`src/rtl/wb_timer_sched.sv`:
```
// -----------------------------------------------------------------------------
// wb_timer_sched
//
// Wishbone-slave timer scheduler. NUM_CH software deadlines share one
// free-running 32-bit counter and one comparator. A scan pointer visits one
// channel per cycle while the timer runs. The visited channel's deadline is
// compared against the counter with a wrap-safe compare (MSB of time - cmp).
// A hit latches the channel's pending bit. The level interrupt is the
// registered OR of pending & enable.
//
// Register map (word offsets, addr[7:2] decoded):
//   0x00        CTRL     bit0 RUN (rw), bit1 CLR (write 1 zeroes counter, reads 0)
//   0x04        TIME     counter, rw
//   0x08        PENDING  r: pending bits, w: write-1-to-clear
//   0x0C        ENABLE   per-channel interrupt enable, rw
//   0x10+4k     CMP[k]   deadline, rw; a write arms channel k and clears pending[k]
//   0x40+4k     PERIOD[k] auto-reload period (only with TIMER_SCHED_PERIODIC_EN)
//   other       reads 0, writes ignored, still acknowledged
//
// Build option:
//   TIMER_SCHED_PERIODIC_EN - when defined, adds the PERIOD[k] registers.
//   A hit on a channel with a nonzero period advances CMP[k] by PERIOD[k] and
//   keeps the channel armed. When undefined, every channel is one-shot.
//
// Ports:
//   clk_i        clock, rising edge
//   rst_n_i      asynchronous active-low reset
//   wb_addr_i    byte address; bits [7:2] select the register
//   wb_data_i    write data
//   wb_we_i      write enable
//   wb_sel_i     byte selects; writes apply only when all are set
//   wb_stb_i     strobe
//   wb_cyc_i     cycle
//   wb_ack_o     acknowledge, one cycle, the cycle after the request
//   wb_data_o    read data, valid with ack
//   timer_irq_o  level interrupt, registered
// -----------------------------------------------------------------------------
module wb_timer_sched #(
    parameter int WB_DATA_WIDTH = 32,
    parameter int WB_ADDR_WIDTH = 32,
    parameter int WB_SEL_WIDTH  = 4,
    parameter int NUM_CH        = 4
) (
    input  logic                     clk_i,
    input  logic                     rst_n_i,
    input  logic [WB_ADDR_WIDTH-1:0] wb_addr_i,
    input  logic [WB_DATA_WIDTH-1:0] wb_data_i,
    input  logic                     wb_we_i,
    input  logic [WB_SEL_WIDTH-1:0]  wb_sel_i,
    input  logic                     wb_stb_i,
    input  logic                     wb_cyc_i,
    output logic                     wb_ack_o,
    output logic [WB_DATA_WIDTH-1:0] wb_data_o,
    output logic                     timer_irq_o
);

    localparam int DW    = WB_DATA_WIDTH;
    localparam int PTR_W = (NUM_CH > 1) ? $clog2(NUM_CH) : 1;

    localparam logic [5:0] IDX_CTRL = 6'h00;
    localparam logic [5:0] IDX_TIME = 6'h01;
    localparam logic [5:0] IDX_PEND = 6'h02;
    localparam logic [5:0] IDX_EN   = 6'h03;
    localparam logic [5:0] IDX_CMP0 = 6'h04;
`ifdef TIMER_SCHED_PERIODIC_EN
    localparam logic [5:0] IDX_PER0 = 6'h10;
`endif

    // -------------------------------------------------------------------------
    // State
    // -------------------------------------------------------------------------
    logic              ack_q;
    logic [DW-1:0]     rdata_q;
    logic              irq_q;
    logic              run_q;
    logic [DW-1:0]     time_q;
    logic [DW-1:0]     cmp_q [NUM_CH];
    logic [NUM_CH-1:0] armed_q;
    logic [NUM_CH-1:0] pending_q;
    logic [NUM_CH-1:0] enable_q;
    logic [PTR_W-1:0]  ptr_q;
`ifdef TIMER_SCHED_PERIODIC_EN
    logic [DW-1:0]     period_q [NUM_CH];
`endif

    // -------------------------------------------------------------------------
    // Bus decode
    // -------------------------------------------------------------------------
    logic [5:0]        widx;
    logic              req;
    logic              wr_en;
    logic              wr_ctrl;
    logic              wr_time;
    logic              wr_pend;
    logic              wr_enable;
    logic [NUM_CH-1:0] wr_cmp;
    logic [NUM_CH-1:0] wr_per;
    logic [DW-1:0]     rd_mux;

    assign widx  = wb_addr_i[7:2];
    // Gating with ack_q makes a held strobe see an ack every second cycle.
    assign req   = wb_cyc_i & wb_stb_i & ~ack_q;
    // Partial-select writes are acknowledged but dropped.
    assign wr_en = req & wb_we_i & (&wb_sel_i);

    always_comb begin
        wr_ctrl   = wr_en && (widx == IDX_CTRL);
        wr_time   = wr_en && (widx == IDX_TIME);
        wr_pend   = wr_en && (widx == IDX_PEND);
        wr_enable = wr_en && (widx == IDX_EN);
        wr_cmp    = '0;
        wr_per    = '0;
        for (int k = 0; k < NUM_CH; k++) begin
            wr_cmp[k] = wr_en && (widx == IDX_CMP0 + 6'(k));
`ifdef TIMER_SCHED_PERIODIC_EN
            wr_per[k] = wr_en && (widx == IDX_PER0 + 6'(k));
`endif
        end
    end

    always_comb begin
        rd_mux = '0;
        case (widx)
            IDX_CTRL: rd_mux[0]          = run_q;
            IDX_TIME: rd_mux             = time_q;
            IDX_PEND: rd_mux[NUM_CH-1:0] = pending_q;
            IDX_EN:   rd_mux[NUM_CH-1:0] = enable_q;
            default:  rd_mux             = '0;
        endcase
        // CMP and PERIOD windows never overlap the fixed registers for NUM_CH <= 8.
        for (int k = 0; k < NUM_CH; k++) begin
            if (widx == IDX_CMP0 + 6'(k)) begin
                rd_mux = cmp_q[k];
            end
`ifdef TIMER_SCHED_PERIODIC_EN
            if (widx == IDX_PER0 + 6'(k)) begin
                rd_mux = period_q[k];
            end
`endif
        end
    end

    // -------------------------------------------------------------------------
    // Scanner: evaluate the channel under the pointer
    // -------------------------------------------------------------------------
    logic [DW-1:0]     cur_cmp;
    logic [DW-1:0]     cur_diff;
    logic              cur_armed;
    logic              hit;
    logic [NUM_CH-1:0] hit_vec;
    logic [NUM_CH-1:0] reload_vec;

    always_comb begin
        cur_cmp   = '0;
        cur_armed = 1'b0;
        for (int k = 0; k < NUM_CH; k++) begin
            if (ptr_q == PTR_W'(k)) begin
                cur_cmp   = cmp_q[k];
                cur_armed = armed_q[k];
            end
        end
        // Deadline reached when time is at or past cmp within half the range;
        // this stays correct across counter wrap.
        cur_diff = time_q - cur_cmp;
        hit      = run_q & cur_armed & ~cur_diff[DW-1];
        hit_vec  = '0;
        for (int k = 0; k < NUM_CH; k++) begin
            hit_vec[k] = hit && (ptr_q == PTR_W'(k));
        end
    end

`ifdef TIMER_SCHED_PERIODIC_EN
    always_comb begin
        reload_vec = '0;
        for (int k = 0; k < NUM_CH; k++) begin
            reload_vec[k] = hit_vec[k] && (period_q[k] != '0);
        end
    end
`else
    assign reload_vec = '0;
`endif

    // -------------------------------------------------------------------------
    // Pending / armed next state
    //   w1c is applied first so a same-cycle hit re-sets the bit; a CMP write
    //   is applied last so it overrides a same-cycle hit.
    // -------------------------------------------------------------------------
    logic [NUM_CH-1:0] pending_nxt;
    logic [NUM_CH-1:0] armed_nxt;

    always_comb begin
        pending_nxt = pending_q;
        if (wr_pend) begin
            pending_nxt = pending_nxt & ~wb_data_i[NUM_CH-1:0];
        end
        pending_nxt = (pending_nxt | hit_vec) & ~wr_cmp;
        armed_nxt   = (armed_q & ~(hit_vec & ~reload_vec)) | wr_cmp;
    end

    // -------------------------------------------------------------------------
    // Registers
    // -------------------------------------------------------------------------
    always_ff @(posedge clk_i or negedge rst_n_i) begin
        if (!rst_n_i) begin
            ack_q     <= 1'b0;
            rdata_q   <= '0;
            irq_q     <= 1'b0;
            run_q     <= 1'b0;
            time_q    <= '0;
            armed_q   <= '0;
            pending_q <= '0;
            enable_q  <= '0;
            ptr_q     <= '0;
            for (int k = 0; k < NUM_CH; k++) begin
                cmp_q[k] <= '0;
`ifdef TIMER_SCHED_PERIODIC_EN
                period_q[k] <= '0;
`endif
            end
        end else begin
            ack_q   <= req;
            rdata_q <= (req && !wb_we_i) ? rd_mux : '0;
            irq_q   <= |(pending_q & enable_q);

            if (wr_ctrl) begin
                run_q <= wb_data_i[0];
            end

            if (wr_time) begin
                time_q <= wb_data_i;
            end else if (wr_ctrl && wb_data_i[1]) begin
                time_q <= '0;
            end else if (run_q) begin
                time_q <= time_q + DW'(1);
            end

            if (run_q) begin
                ptr_q <= (ptr_q == PTR_W'(NUM_CH - 1)) ? '0 : ptr_q + PTR_W'(1);
            end

            if (wr_enable) begin
                enable_q <= wb_data_i[NUM_CH-1:0];
            end

            pending_q <= pending_nxt;
            armed_q   <= armed_nxt;

            for (int k = 0; k < NUM_CH; k++) begin
                if (wr_cmp[k]) begin
                    cmp_q[k] <= wb_data_i;
                end
`ifdef TIMER_SCHED_PERIODIC_EN
                else if (reload_vec[k]) begin
                    cmp_q[k] <= cmp_q[k] + period_q[k];
                end
                if (wr_per[k]) begin
                    period_q[k] <= wb_data_i;
                end
`endif
            end
        end
    end

    assign wb_ack_o    = ack_q;
    assign wb_data_o   = rdata_q;
    assign timer_irq_o = irq_q;

    // Address bits outside the register window are intentionally ignored.
    logic unused_addr;
    assign unused_addr = ^{wb_addr_i[WB_ADDR_WIDTH-1:8], wb_addr_i[1:0], wr_per};

endmodule
```
`config.mk`:
```
export PLATFORM = sky130hd
export DESIGN_NAME = wb_timer_sched
export DESIGN_NICKNAME = d
export VERILOG_FILES = /design/src/rtl/wb_timer_sched.sv
export SDC_FILE = /design/constraint.sdc
export NUM_CORES = 1
export LEC_CHECK = 0
export BUFFER_PORTS_ARGS = -buffer_cell sky130_fd_sc_hd__buf_4
export CORE_MARGIN = 1.5
export CORE_UTILIZATION = 60
export DETAILED_ROUTE_END_ITERATION = 10
export PLACE_DENSITY = 0.81
export SETUP_SLACK_MARGIN = 0.4
export SYNTH_ARGS = -nofsm -noshare
export SYNTH_HDL_FRONTEND = slang
export SYNTH_SLANG_ARGS = --single-unit
```
`constraint.sdc`:
```
create_clock -name clk_i -period 4.31 [get_ports clk_i]
set_input_delay 0.862 -clock clk_i [delete_from_list [all_inputs] [get_ports clk_i]]
set_output_delay 0.862 -clock clk_i [all_outputs]
set_load 0.05 [all_outputs]
```
==> results.txt <==
----------------------------------------------------
[Timing]
  Setup violations, final ... 0
  Final Max Tran Viols ... 0
  Hold Slack ... slightly above 400 ps
  Maximum clock frequency ... around 270 MHz
  Post-layout min period ... approximately 3700 ps
  Final hold violation count ... 0
  Post-Route Setup TNS ... 0 ps
  Relative max-transition margin ... 23.3%
  Worst Max-Slew Pin Slew ... ~1100 ps
  Worst Clk Skew ... 8.48 ps
  Final cycle utilization of the critical path ... a little under 90%
  Unrepaired setup endpoints after global routing ... false

[Worst setup path]
  Worst Setup Path Type ... flip-flop to flip-flop
  Worst Setup End Kind ... flip-flop
  Data required time of the critical path ... ~4700 ps
  Startpoint Class ... flip-flop
  Critical path data arrival time ... between 4000 and 5000 ps
  Max FO, Critical Path ... 21
  Worst reg2reg startpoint ... ptr_q[1]
  Launch point of the critical path ... ptr_q[1]

[Pwr]
  Power density cells ... around 320 nW/um^2
  Post-layout power ... 4.13 mW
  VDD IR max ... between 0.0003 and 0.0004 V
  Total leakage power ... around 6 nW

[Global routing]
  Pin count of the biggest net entering global routing ... between 90 and 100
  Via count of the first global-routing pass ... a little over 9000
  GRT Total Usage ... between 30% and 40%
  First-pass GRT wire length ... 47.8 mm
  Total global routing overflow ... 0
  Initial antenna violation count ... 1

[CTS]
  Clock insertion delay at the later pin of the skew report ... between 500 and 600 ps
  CTS sink count ... approximately 210
  Number of buffers inserted for hold repair after clock tree synthesis ... 0
  Clock tree root buffer cell ... sky130_fd_sc_hd__clkbuf_16
  Level count of the clock H-tree ... 1
  Longest Clk Path Bufs ... 3
  CTS tree ... done
  Number of buffers created by CTS ... 22
  Clock transition at path regs ... about 70 ps

[Floorplanning]
  Initial cell density of the core ... about three fifths
  Core area ... roughly 18000 sq um
  Std cell rows ... 49
  Total I/O pin count ... around 110
  Die boundary width ... 139 microns
  DIE AREA ... slightly below 20000 sq um
  Vert. Die Dim ... 139 microns

[Finish]
  Most common library cell in the layout ignoring fill and taps ... sky130_fd_sc_hd__dfrtp_1
  Number of filler cells placed in the layout ... between 1000 and 1500
  Combined area of the multi-input logic cells ... between 5000 and 6000 sq um
  Final cell area excluding filler cells ... between 10000 and 15000 sq um
  Storage element area ... 5230 sq um
  Fraction of final layout cells sized beyond drive strength 1 ... between 20% and 30%
  Commonest cells after routing, fill and taps aside ... sky130_fd_sc_hd__dfrtp_1, sky130_fd_sc_hd__a21oi_1, sky130_fd_sc_hd__nor2_1
  Layout-stage area growth over the synthesis result ... 15.7%
  Number of inserted diodes ... 0
  Layout net count ... between 1000 and 1500

[Placed design]
  HPWL after detailed placement ... around 19 mm
  Placer Congestion ... between 0.8 and 0.9
  Placed standard-cell area ... 12100 sq um
  Number of port buffers ... 80

[Synthesis]
  Number of enable flip-flop cells after synthesis ... 0
  Post-Syn Nets ... 1237
  Mapped Cells ... around 1100
  Top flip-flop cell by instance count after synthesis ... sky130_fd_sc_hd__dfrtp_1
  Number of storage elements in the synthesis netlist ... between 200 and 250
  Avg Cell Area, Syn ... ~10 sq um
  Simple-gate area share of the yosys netlist ... 13.0%
  Post-synthesis cell type count ... 58
  Multiplexer share of the synthesized area ... between 10 and 15%
  XOR/XNOR Fraction of Synth Area ... less than 1%
  Compound-cell area share of the yosys netlist ... 18.8%
  Async set-reset flop share out of synthesis ... 100%
  Dominant combinational cell family by area after synthesis ... compound AO/OA/AOI/OAI gates
  Yosys warning total ... 0
  Mapped Area ... about 11000 sq um
  Sequential element share of the synthesized area ... ~47%
  Adder-cell share of the synthesized area ... approximately 4%

[Flow run]
  Max-capacitance violation count ... 0

[Drt]
  Wire length reported by the detailed router ... between 30 and 40 mm
  Final antenna-violating net count ... 0
  Number of iterations in the first detailed-routing pass ... 9
  Remaining design rule violation count ... 6
  Detail-routed via count per cell ... 6.65
  Initial drt markers ... 1155
  Total via count in the routed design ... 9561
  Detailed-route wire length per cell ... around 21 microns

[Status]
  Run status ... finished with violations
  Violated checks ... DRC

[Hold path]
  Min-Delay Path Class ... input pin to asynchronous set/reset pin

----------------------------------------------------
## flip-flops by register name (all words and copies together), names as in the netlist
signal and flops:
armed_q 4, pending_q 4, wb_ack_o 1, time_q 32
wb_data_o 32, enable_q 4, cmp_q 128, timer_irq_o 1
ptr_q 2, run_q 1
## power breakdown
group	total (mW)	switching [mW]	internal (mW)	leakage, nW
sequential	1.98	0.0104	1.97	2.90
clock	1.92	0.780	1.14	0.369
combinational	0.231	0.154	0.0776	2.75
total	4.13	0.944	3.18	6.02
## path summary, 6_finish.rpt
kind,end,slack [ps],depth (start not counted)
worst max-delay path,armed_q[0],570,17
worst min-delay path,wb_data_o[6],410,1
worst max register to register,armed_q[0],570,17
worst min register to register,armed_q[1],490,1
max in group asynchronous,cmp_q[54],2960,2
min in group clk_i,armed_q[1],490,1
## cells by family after synthesis
| logic type | Yosys count |
|---|---|
| flip-flops | 209 |
| buffers and inverters | 82 |
| adder cells (fa/ha/maj) | 35 |
| AND/OR/NAND/NOR | 322 |
| multiplexers | 139 |
| XOR/XNOR | 2 |
| AO/OA/AOI/OAI | 340 |
## Yosys cell counts, types with 3 or more instances
master / n / area [sq um]
sky130_fd_sc_hd__buf_4: 3 / 22.5
sky130_fd_sc_hd__o31ai_1: 6 / 45.0
sky130_fd_sc_hd__nor2_1: 141 / 529
sky130_fd_sc_hd__nand3_1: 19 / 95.1
sky130_fd_sc_hd__nand3b_1: 6 / 45.0
sky130_fd_sc_hd__mux2_1: 3 / 33.8
sky130_fd_sc_hd__o32a_2: 3 / 33.8
sky130_fd_sc_hd__o21ai_0: 35 / 175
sky130_fd_sc_hd__nand2_1: 98 / 368
sky130_fd_sc_hd__buf_2: 27 / 135
sky130_fd_sc_hd__and2_1: 4 / 25.0
sky130_fd_sc_hd__nor3_1: 8 / 40.0
sky130_fd_sc_hd__dfrtp_1: 209 / 5230
sky130_fd_sc_hd__a32o_1: 4 / 40.0
sky130_fd_sc_hd__mux2_2: 134 / 1510
sky130_fd_sc_hd__a211oi_1: 4 / 30.0
sky130_fd_sc_hd__o22ai_1: 3 / 18.8
sky130_fd_sc_hd__nand2b_1: 6 / 37.5
sky130_fd_sc_hd__a31oi_1: 7 / 43.8
sky130_fd_sc_hd__inv_1: 8 / 30.0
sky130_fd_sc_hd__a21oi_1: 195 / 976
sky130_fd_sc_hd__buf_1: 9 / 33.8
sky130_fd_sc_hd__ha_1: 35 / 438
sky130_fd_sc_hd__and3_1: 10 / 62.6
sky130_fd_sc_hd__nor3_2: 5 / 50.1
sky130_fd_sc_hd__a222oi_1: 28 / 280
sky130_fd_sc_hd__nand4_1: 8 / 50.1
sky130_fd_sc_hd__a22oi_1: 35 / 263
sky130_fd_sc_hd__or3_1: 3 / 18.8
sky130_fd_sc_hd__clkbuf_1: 35 / 131
sky130_fd_sc_hd__a2bb2oi_1: 3 / 26.3
## worst max-delay path: stages (launching register included)
cell and delay (ps):
sky130_fd_sc_hd__dfrtp_1 460, sky130_fd_sc_hd__inv_2 160, sky130_fd_sc_hd__ha_4 200, sky130_fd_sc_hd__buf_4 270, sky130_fd_sc_hd__nor2_1 90, sky130_fd_sc_hd__a21oi_1 120
sky130_fd_sc_hd__nor2_1 50, sky130_fd_sc_hd__a21oi_1 110, sky130_fd_sc_hd__nor2_1 50, sky130_fd_sc_hd__a21oi_1 150, sky130_fd_sc_hd__ha_1 270, sky130_fd_sc_hd__a21oi_1 170
sky130_fd_sc_hd__nand2_1 70, sky130_fd_sc_hd__a21oi_1 230, sky130_fd_sc_hd__o21ai_0 250, sky130_fd_sc_hd__a2111oi_4 360, sky130_fd_sc_hd__xor2_4 170, sky130_fd_sc_hd__o32a_2 410
## per-stage QoR
step / util [%] / cells / setup slack, ps
after detailed placement: 66.7 / 1394 / 401
after floorplan: - / 1129 / 701
after global placement: 66.7 / 1394 / 462
final: 71.5 / 1438 / 568
after global routing: 71.5 / 1438 / 364
after CTS: 70.8 / 1434 / 404
## final cells by class
cell class	instances	area share, %
sequential	209	40.5
multi-input combinational	838	44.0
inverter	8	0.232
clock inverter	7	0.464
timing repair buffer	114	7.41
tap	229	2.22
clock buffer	33	5.21
## per-layer routing
layer  GRT usage (%)  vias to the layer above  wire length (microns)
li1                -                     4263                      -
met1            38.9                     4718                  11900
met2            51.7                      497                  14700
met3            5.68                       83                   2550
met4            11.5                        0                    915
met5               0                        -                      0
## what timing repair did
action / in CTS / in global routing
cloned: 0 / 1
gates resized for setup: 1 / 13
setup endpoints to repair: 3 / 8
buffers inserted: 0 / 3
pin swaps: 0 / 4
No activity file was read; power rests on OpenSTA's default activity.
